[src/rtl/simplebus_arbiter_pkg.sv]
// Shared types for the Simplebus arbiter: FSM state and the per-requester command buffer.
package simplebus_arbiter_pkg;

  localparam int unsigned ADDR_W = 32;
  localparam int unsigned DATA_W = 32;

  typedef enum logic [1:0] {
    IDLE,
    ISSUE,
    WAIT_WR,
    WAIT_RD
  } state_t;

  typedef struct packed {
    logic [ADDR_W-1:0] addr;
    logic [DATA_W-1:0] data;
    logic              is_write;
  } cmd_t;

endpackage

[src/rtl/simplebus_arbiter_if.sv]
// Simplebus downstream port: the arbiter drives the master side, the slave answers.
interface simplebus_arbiter_if;
  import simplebus_arbiter_pkg::*;

  logic [ADDR_W-1:0] sb_address;
  logic [DATA_W-1:0] sb_write_data;
  logic              sb_read_strobe;
  logic              sb_write_strobe;
  logic [DATA_W-1:0] sb_read_data;
  logic              sb_read_valid;
  logic              sb_ready;

  modport master (
    output sb_address, sb_write_data, sb_read_strobe, sb_write_strobe,
    input  sb_read_data, sb_read_valid, sb_ready
  );

  modport slave (
    input  sb_address, sb_write_data, sb_read_strobe, sb_write_strobe,
    output sb_read_data, sb_read_valid, sb_ready
  );

endinterface

[src/rtl/round_robin_arbiter.sv]
// Round-robin picker: searches from pointer+1 upward (wrapping) and remembers the last grant.
module round_robin_arbiter #(
  parameter  int unsigned N  = 4,
  localparam int unsigned IW = (N > 1) ? $clog2(N) : 1
) (
  input  logic          clk,
  input  logic          rst,
  input  logic [N-1:0]  i_req,
  input  logic          i_enable,
  output logic [N-1:0]  o_grant_c,
  output logic [IW-1:0] o_index_c,
  output logic          o_valid_c
);

  logic [IW-1:0] r_ptr;
  logic [IW-1:0] w_cand;

  // First requester after the pointer wins; the pointer itself is checked last.
  always_comb begin
    o_grant_c = '0;
    o_index_c = '0;
    o_valid_c = 1'b0;
    w_cand    = '0;
    for (int unsigned k = 1; k <= N; k++) begin
      w_cand = IW'((32'(r_ptr) + k) % N);
      if (!o_valid_c && i_req[w_cand]) begin
        o_valid_c         = 1'b1;
        o_index_c         = w_cand;
        o_grant_c[w_cand] = 1'b1;
      end
    end
  end

  always_ff @(posedge clk or posedge rst) begin
    if (rst) begin
      r_ptr <= '0;
    end else if (i_enable && o_valid_c) begin
      r_ptr <= o_index_c;
    end
  end

endmodule

[src/rtl/simplebus_arbiter.sv]
// Shares one Simplebus slave between N_MASTERS requesters, one command in flight at a time,
// with a one-entry buffer per requester and a read timeout.
module simplebus_arbiter
  import simplebus_arbiter_pkg::*;
#(
  parameter int unsigned N_MASTERS      = 4,
  parameter int unsigned TIMEOUT_CYCLES = 255,
  parameter logic [31:0] TIMEOUT_DATA   = 32'hDEAD_BEEF
) (
  input  logic                   clock,
  input  logic                   reset,
  input  logic [N_MASTERS*32-1:0] m_address,
  input  logic [N_MASTERS*32-1:0] m_write_data,
  input  logic [N_MASTERS-1:0]    m_read_strobe,
  input  logic [N_MASTERS-1:0]    m_write_strobe,
  output logic [N_MASTERS-1:0]    m_ready,
  output logic [N_MASTERS-1:0]    m_read_valid,
  output logic [31:0]             m_read_data,
  output logic [N_MASTERS-1:0]    timeout_error,
  simplebus_arbiter_if.master     slave_bus
);

  localparam int unsigned IW = (N_MASTERS > 1) ? $clog2(N_MASTERS) : 1;
  localparam int unsigned TW = (TIMEOUT_CYCLES > 1) ? $clog2(TIMEOUT_CYCLES) : 1;

  state_t                r_state;
  cmd_t                  r_buf [N_MASTERS];
  logic [N_MASTERS-1:0]  r_full;
  logic [N_MASTERS-1:0]  r_ready;
  logic [N_MASTERS-1:0]  r_rvalid;
  logic [N_MASTERS-1:0]  r_terr;
  logic [DATA_W-1:0]     r_rdata;
  logic [ADDR_W-1:0]     r_sb_addr;
  logic [DATA_W-1:0]     r_sb_wdata;
  logic                  r_sb_rs;
  logic                  r_sb_ws;
  logic [IW-1:0]         r_owner;
  logic                  r_op_write;
  logic [TW-1:0]         r_tcnt;

  logic [N_MASTERS-1:0]  w_capture;
  logic [N_MASTERS-1:0]  w_grant;
  logic [IW-1:0]         w_gidx;
  logic                  w_gvalid;
  logic                  w_issue;
  cmd_t                  w_sel;

  assign w_capture = r_ready & (m_read_strobe | m_write_strobe);
  assign w_issue   = (r_state == IDLE) && w_gvalid && slave_bus.sb_ready;

  round_robin_arbiter #(.N(N_MASTERS)) u_rr (
    .clk       (clock),
    .rst       (reset),
    .i_req     (r_full),
    .i_enable  (w_issue),
    .o_grant_c (w_grant),
    .o_index_c (w_gidx),
    .o_valid_c (w_gvalid)
  );

  // One-hot mux of the winning buffer.
  always_comb begin
    w_sel = '0;
    for (int unsigned i = 0; i < N_MASTERS; i++) begin
      if (w_grant[i]) w_sel = r_buf[i];
    end
  end

  always_ff @(posedge clock or posedge reset) begin
    if (reset) begin
      r_state    <= IDLE;
      r_full     <= '0;
      r_ready    <= '1;
      r_rvalid   <= '0;
      r_terr     <= '0;
      r_rdata    <= '0;
      r_sb_addr  <= '0;
      r_sb_wdata <= '0;
      r_sb_rs    <= 1'b0;
      r_sb_ws    <= 1'b0;
      r_owner    <= '0;
      r_op_write <= 1'b0;
      r_tcnt     <= '0;
      for (int unsigned i = 0; i < N_MASTERS; i++) r_buf[i] <= '0;
    end else begin
      r_rvalid <= '0;
      r_terr   <= '0;
      r_sb_rs  <= 1'b0;
      r_sb_ws  <= 1'b0;

      // Ready re-arms one cycle after the buffer has been freed.
      for (int unsigned i = 0; i < N_MASTERS; i++) begin
        if (w_capture[i]) begin
          r_buf[i].addr     <= m_address[32*i +: 32];
          r_buf[i].data     <= m_write_data[32*i +: 32];
          r_buf[i].is_write <= m_write_strobe[i];
          r_full[i]         <= 1'b1;
          r_ready[i]        <= 1'b0;
        end else if (!r_ready[i] && !r_full[i]) begin
          r_ready[i] <= 1'b1;
        end
      end

      case (r_state)
        IDLE: begin
          if (w_issue) begin
            r_owner    <= w_gidx;
            r_op_write <= w_sel.is_write;
            r_sb_addr  <= w_sel.addr;
            r_sb_wdata <= w_sel.data;
            r_sb_ws    <= w_sel.is_write;
            r_sb_rs    <= !w_sel.is_write;
            r_state    <= ISSUE;
          end
        end
        ISSUE: begin
          r_tcnt  <= '0;
          r_state <= r_op_write ? WAIT_WR : WAIT_RD;
        end
        WAIT_WR: begin
          if (slave_bus.sb_ready) begin
            r_full[r_owner] <= 1'b0;
            r_state         <= IDLE;
          end
        end
        WAIT_RD: begin
          if (slave_bus.sb_read_valid) begin
            r_rdata           <= slave_bus.sb_read_data;
            r_rvalid[r_owner] <= 1'b1;
            r_full[r_owner]   <= 1'b0;
            r_state           <= IDLE;
          end else if (r_tcnt == TW'(TIMEOUT_CYCLES - 1)) begin
            r_rdata           <= TIMEOUT_DATA;
            r_rvalid[r_owner] <= 1'b1;
            r_terr[r_owner]   <= 1'b1;
            r_full[r_owner]   <= 1'b0;
            r_state           <= IDLE;
          end else begin
            r_tcnt <= r_tcnt + TW'(1);
          end
        end
        default: r_state <= IDLE;
      endcase
    end
  end

  assign m_ready                   = r_ready;
  assign m_read_valid              = r_rvalid;
  assign m_read_data               = r_rdata;
  assign timeout_error             = r_terr;
  assign slave_bus.sb_address      = r_sb_addr;
  assign slave_bus.sb_write_data   = r_sb_wdata;
  assign slave_bus.sb_read_strobe  = r_sb_rs;
  assign slave_bus.sb_write_strobe = r_sb_ws;

endmodule

[src/flat_wrapper.sv]
// flat-port wrapper written by rule: the top's interface ports become plain ports
module simplebus_arbiter_flat import simplebus_arbiter_pkg::*;
#(
  parameter int unsigned N_MASTERS      = 4,
  parameter int unsigned TIMEOUT_CYCLES = 255,
  parameter logic [31:0] TIMEOUT_DATA   = 32'hDEAD_BEEF
)
  (clock, reset, m_address, m_write_data, m_read_strobe, m_write_strobe, m_ready, m_read_valid, m_read_data, timeout_error, slave_bus_sb_address, slave_bus_sb_write_data, slave_bus_sb_read_strobe, slave_bus_sb_write_strobe, slave_bus_sb_read_data, slave_bus_sb_read_valid, slave_bus_sb_ready);
  simplebus_arbiter_if slave_bus_i ();
  input  logic clock;
  input  logic reset;
  input  logic [N_MASTERS*32-1:0] m_address;
  input  logic [N_MASTERS*32-1:0] m_write_data;
  input  logic [N_MASTERS-1:0] m_read_strobe;
  input  logic [N_MASTERS-1:0] m_write_strobe;
  output logic [N_MASTERS-1:0] m_ready;
  output logic [N_MASTERS-1:0] m_read_valid;
  output logic [31:0] m_read_data;
  output logic [N_MASTERS-1:0] timeout_error;
  output wire logic [$bits(slave_bus_i.sb_address)-1:0] slave_bus_sb_address;
  output wire logic [$bits(slave_bus_i.sb_write_data)-1:0] slave_bus_sb_write_data;
  output wire logic [$bits(slave_bus_i.sb_read_strobe)-1:0] slave_bus_sb_read_strobe;
  output wire logic [$bits(slave_bus_i.sb_write_strobe)-1:0] slave_bus_sb_write_strobe;
  input wire logic [$bits(slave_bus_i.sb_read_data)-1:0] slave_bus_sb_read_data;
  input wire logic [$bits(slave_bus_i.sb_read_valid)-1:0] slave_bus_sb_read_valid;
  input wire logic [$bits(slave_bus_i.sb_ready)-1:0] slave_bus_sb_ready;
  assign slave_bus_sb_address = slave_bus_i.sb_address;
  assign slave_bus_sb_write_data = slave_bus_i.sb_write_data;
  assign slave_bus_sb_read_strobe = slave_bus_i.sb_read_strobe;
  assign slave_bus_sb_write_strobe = slave_bus_i.sb_write_strobe;
  assign slave_bus_i.sb_read_data = slave_bus_sb_read_data;
  assign slave_bus_i.sb_read_valid = slave_bus_sb_read_valid;
  assign slave_bus_i.sb_ready = slave_bus_sb_ready;
  simplebus_arbiter #(.N_MASTERS(N_MASTERS), .TIMEOUT_CYCLES(TIMEOUT_CYCLES), .TIMEOUT_DATA(TIMEOUT_DATA)) u_core (.clock(clock), .reset(reset), .m_address(m_address), .m_write_data(m_write_data), .m_read_strobe(m_read_strobe), .m_write_strobe(m_write_strobe), .m_ready(m_ready), .m_read_valid(m_read_valid), .m_read_data(m_read_data), .timeout_error(timeout_error), .slave_bus(slave_bus_i));
endmodule
[config.mk]
export PLATFORM = sky130hd
export DESIGN_NAME = simplebus_arbiter_flat
export DESIGN_NICKNAME = d
export VERILOG_FILES = /design/src/rtl/simplebus_arbiter_pkg.sv /design/src/rtl/simplebus_arbiter_if.sv /design/src/rtl/round_robin_arbiter.sv /design/src/rtl/simplebus_arbiter.sv /design/src/flat_wrapper.sv
export SDC_FILE = /design/constraint.sdc
export NUM_CORES = 1
export LEC_CHECK = 0
export CORE_ASPECT_RATIO = 1.5
export CORE_MARGIN = 4
export CORE_UTILIZATION = 52
export CTS_CLUSTER_DIAMETER = 100
export DETAILED_ROUTE_END_ITERATION = 16
export PLACE_DENSITY = 0.9
export SYNTH_ARGS = -nofsm -noshare
export SYNTH_HDL_FRONTEND = slang
export SYNTH_SLANG_ARGS = --single-unit
[constraint.sdc]
create_clock -name clock -period 26.9 [get_ports clock]
set_input_delay 8.07 -clock clock [delete_from_list [all_inputs] [get_ports clock]]
set_output_delay 8.07 -clock clock [all_outputs]
set_load 0.05 [all_outputs]
### Word level (Yosys, flattened, before mapping)

Index checks and enable logic that the tools add are counted.

* mux-type cells: 70
* bitwise logic cells: 7
* add/subtract/negate cells: 5
* $lt $le $gt $ge: 10
* reduce and logical (&&, ||, !) cells: 38
* equal/unequal tests: 9

Operators by type and width (number)
* two-way mux 65 bit: 4
* two-way mux 32 bit: 2
* two-way mux 4 bit: 12
* two-way mux 1 bit: 30
* two-way mux 2 bit: 8
* two-way mux 8 bit: 2
* OR 4 bit: 4
* case mux 8 bit (2 select lines): 1
* logical AND 1 bit: 15
* less-than comparator 2 x 3 -> 1 bit (second input constant): 5
* zero test 1 bit: 12
* nonzero test 2 bit: 6
* demux 1 bit (select 2 bit): 5
* >= comparator 2 x 1 -> 1 bit (second input constant): 5
* adder 8 x 1 -> 8 bit (second input constant): 1
* bitwise AND 4 bit: 2
* binary-select mux 1 bit (select 2 bit): 4
* == test 8 bit (second input constant): 1
* != test 2 bit (second input constant): 4
* case mux 2 bit (4 select lines): 1
* case mux 4 bit (2 select lines): 1
* AND reduction 3 bit: 2
* adder 2 x 1 -> 2 bit (second input constant): 2
* adder 2 bit (second input constant): 2
* 6 further kinds: 8

* output and inout port bits: 110
* input port bits: 300
* word-level logic and storage cells: 168
* flip-flop bits (word level): 389

### Depth between registers and ports, before layout

* word-level depth: 20
* gate-level depth with buffers: 14
* depth with buffers taken out: 8

### Modules after synthesis

Synthesis repeated with hierarchy kept, for this count alone.

* cell total of the unflattened synthesis: 1281
* area total of the unflattened synthesis: 16737.3 um2

Modules (own cells, without submodules)
* simplebus_arbiter: instances 1, area an instance 16085.4 um2, seq. area each 9689.3 um2, cells an instance 1202
* round_robin_arbiter: instances 1, area an instance 651.9 um2, seq. area each 50.0 um2, cells an instance 79

### Worst setup path after synthesis

OpenSTA, ideal clock, no wires.

* kind: input port to flip-flop
* start point: input m_write_strobe[2]
* end point: register u_core.r_buf[105] in the netlist's numbering
* setup time: 125 ps
* path slack: 17444 ps
* stages: 4
* required time: 26775 ps
* arrival time: 9331 ps
* path buffers: 2
* cell sequence: o21ai_1 -> clkbuf_1 -> clkbuf_1 -> mux2_2

* cells in the longest elaborated chain, start to end: 2

Ends and longest elaborated chain
* start, declared: RTL line flat_wrapper.sv:15 `input logic [N_MASTERS-1:0] m_write_strobe;`
* OR 4 bit: RTL line simplebus_arbiter.sv:48 `assign w_capture = r_ready & (m_read_strobe | m_write_strobe);`
* bitwise AND 4 bit: RTL line simplebus_arbiter.sv:48
* end, declared: RTL line simplebus_arbiter.sv:27 `cmd_t r_buf [N_MASTERS];`

Every way passes these cells.
A chain may end at the register's enable or synchronous reset.

### Final worst setup path

* start point: register u_core.r_ready[2], in the netlist u_core.m_ready[2]
* end point: output m_ready[2]

RTL lines
* start, declared: RTL line simplebus_arbiter.sv:29 `logic [N_MASTERS-1:0] r_ready;`
* start signal, assigned: RTL line simplebus_arbiter.sv:73 `r_ready <= '1;`
* start signal, assigned by index: RTL line simplebus_arbiter.sv:98 `r_ready[i] <= 1'b0;`
* start signal, assigned by index: RTL line simplebus_arbiter.sv:100 `r_ready[i] <= 1'b1;`
* end, declared: RTL line flat_wrapper.sv:16 `output logic [N_MASTERS-1:0] m_ready;`

No word-level cell between the ends.

==> results_dict.tcl <==
set metrics [dict create \
    path_cells "clkdlybuf4s50_1" \
    synthTopCellsByArea "dfrtp_1 56%, mux2_2 17%, a221oi_2 3.6%" \
    synth_xor_xnor_area_share_pct 0.307 \
    r2r_cells 9 \
    start_util_pct 52.7 \
    vias 12793 \
    synth_edf_count 0 \
    synth_area_um2 17100 \
    synth_mux_area_share_pct 17.7 \
    cts_sinks 389 \
    ys_seq_area_share_pct 56.9 \
    grt_overflow 0 \
    yosysWarnings 0 \
    yosys.area_share.simple_pct 5.03 \
    status "completed" \
    yosysTopAreaCellShare_pct 56.2 \
    critPathRequiredTime_ns 18.83 \
    synth_compound_area_share_pct 16.3 \
    via_per_inst 6.12 \
    tightest_slew_ns 1.22 \
    dr.first_iter.drc_count 836 \
    wl_per_cell_um 24.9 \
    cts_inserted_buffers 37 \
    cp-start-kind "register" \
    syn_inst 1280 \
    rows 81 \
    vdd_ir_drop_max_mv 0.106 \
    power_mw 3.37 \
    post_cts_buffers 0 \
    rsz0062_at_grt "no" \
    min-delay-start "u_core.slave_bus.sb_write_data[22]" \
    postSynthAreaPerCell_um2 13.4 \
    finalSetupViolCount 0 \
    place.detailed.hpwl_um 33100 \
    hold_class "register to register" \
    cts_root_buf "clkbuf_16" \
    reg2reg_from "u_core.u_rr.r_ptr[0]" \
    area_growth_pct 33.0 \
    fillerInstances 2154 \
    p_per_area_nw_per_um2 148 \
    holdBufCountCts 0 \
    track_usage_pct 28.4 \
    crit_arrival_ns 1.94 \
    die_area_um2 36000 \
    leakage_nw 9.35 \
    path_max_fanout 4 \
    hold_end "u_core.slave_bus.sb_write_data[22]" \
    post-route-util_pct 70.0 \
    synth_fa_ha_area_share_pct 0.730 \
    drc 0 \
    min_period_ns 10.01 \
    ctsHtreeMaxLevel 2 \
    clock.fmax_mhz 99.9 \
    grt_max_degree 185 \
    fin_crit_sh_pct 37.2 \
    dieHeight_um 230 \
    maxCapViolCount 0 \
    drt-total-wl_um 51900 \
    slowest_stage "clkdlybuf4s50_1" \
    cts_tree "built" \
    synthFlopType "dfrtp_1" \
    place.gp.congestion 0.876 \
    clkLatencyLatePin_ns 0.54 \
    core_region_area_um2 32500 \
    antenna_found_initial 10 \
    antenna_left 0 \
    critical-path-max-stage-delay_ns 0.82 \
    seqCellArea_um2 9740 \
    critPathBufInv 1 \
    hold_depth 2 \
    fin_skew_ns 0.0191 \
    ys_seq_elements 389 \
    r2r-end "u_core.slave_bus.sb_read_strobe" \
    cts_buffer_depth 3 \
    syn_nets 1590 \
    max-slew-margin-rel_pct 18.8 \
    cts.repair.resized 0 \
    die_width_um 156 \
    netlist.top_cell.by_area "dfrtp_1" \
    firstDrtPassIters 5 \
    io_pins 410 \
    drive_gt1_share_pct 26.5 \
    hold_viol_final 0 \
    async_flop_share_pct 100 \
    synthDistinctLibCells 55 \
    finalSetupTns_ns 0 \
    grt_pass1_vias 13788 \
    synth_top_family_by_area "multiplexers" \
    grt_first_pass_wirelength_um 79200 \
    fin_nets 1949 \
    io_buffers 409 \
    reg2reg_slack_ns 22.18 \
    crit_type "register to primary output" \
    end_kind "primary output" \
    critPathTopFamily "buffers and inverters" \
    clkTransAtPathRegs_ns 0.06 \
    multiInputGateArea_um2 6960 \
    maxSlewViolCount 0 \
]
-- Yosys cell counts, drive strengths merged (9+ instances only) --
library cell	instances
a2bb2oi	64
inv	15
a221oi	68
o31ai	65
mux2	256
buf	35
clkbuf	69
o21ai	12
nor2	84
ha	10
a22o	12
o22a	24
nand2	95
dfrtp	385
a21oi	9
-- registers in the layout, summed over array words and instances, names as in the netlist --
| register | count |
|---|---|
| u_core.r_owner | 2 |
| u_core.r_op_write | 1 |
| u_core.slave_bus.sb_address | 32 |
| u_core.slave_bus.sb_write_data | 32 |
| u_core.r_tcnt | 8 |
| u_core.r_full | 4 |
| u_core.r_state | 2 |
| u_core.m_read_data | 32 |
| u_core.timeout_error | 4 |
| u_core.m_read_valid | 4 |
| u_core.slave_bus.sb_write_strobe | 1 |
| u_core.slave_bus.sb_read_strobe | 1 |
| u_core.m_ready | 4 |
| u_core.r_buf | 260 |
| u_core.u_rr.r_ptr | 2 |
-- cells in the final DEF, fill, tap and decap left out, types with 6 or more instances in the layout --
master	netlist	layout
clkdlybuf4s50_1	0	409
dfrtp_1	385	385
mux2_2	256	256
nand2_1	95	93
nor2_1	84	84
a2bb2oi_1	64	64
o31ai_2	49	49
a221oi_2	41	40
clkbuf_16	0	39
a221oi_1	27	27
o22a_1	24	24
o31ai_1	16	16
inv_1	15	14
buf_4	1	14
a22o_1	12	11
clkbuf_8	0	11
diode_2	0	10
ha_1	10	10
a21oi_1	9	9
o21ai_0	7	7
mux2i_1	6	6
clkinv_2	0	6
-- metrics by stage --
| stage | hold slack [ns] | setup slack, ns | cell area [um^2] | cells |
|---|---|---|---|---|
| after CTS | 0.494 | 16.86 | 22800 | 2080 |
| after global routing | 0.510 | 16.84 | 22800 | 2090 |
| after detailed placement | 0.482 | 16.63 | 21500 | 2015 |
| after floorplan | 0.469 | 8.02 | 17100 | 1280 |
| after global placement | 0.477 | 16.69 | 21500 | 2015 |
| final | 0.491 | 16.89 | 22800 | 2090 |
-- per-layer routing --
| metal | GRT usage, % | up-vias | share of wire, % |
|---|---|---|---|
| li1 | - | 5455 | - |
| met5 | 0 | - | 0 |
| met1 | 33.4 | 6539 | 36 |
| met3 | 4.20 | 180 | 6.0 |
| met2 | 48.8 | 619 | 52 |
| met4 | 16.9 | 0 | 6.5 |
-- logic make-up after synthesis --
family | count (synthesis)
multiplexers | 266
buffers and inverters | 119
AND/OR/NAND/NOR | 209
flip-flops | 389
adder cells (fa/ha/maj) | 10
XOR/XNOR | 6
AO/OA/AOI/OAI | 281
-- worst max-delay path by stage --
stage,startpoint,endpoint,depth (start not counted)
after floorplan,reset,u_core.m_read_data[0],1
after global placement,reset,u_core.r_buf[136],3
after detailed placement,reset,u_core.r_buf[201],3
after CTS,u_core.m_ready[2],m_ready[2],1
after global routing,u_core.m_ready[2],m_ready[2],1
final,u_core.m_ready[2],m_ready[2],1
-- area by class of cell --
type,instances,share of cell area (%)
multi-input combinational,772,30.6
clock inverter,10,0.467
timing repair buffer,424,18.5
antenna,10,0.110
inverter,15,0.280
clock buffer,55,5.03
tap,415,2.28
sequential,389,42.8
-- report_power, final --
part | switching [mW] | total (mW) | internal, mW
Clock | 0.223 | 0.537 | 0.314
Combinational | 1.04 | 1.76 | 0.714
Sequential | 0.204 | 1.08 | 0.874
Note: power is estimated with default switching activity, not from simulation.
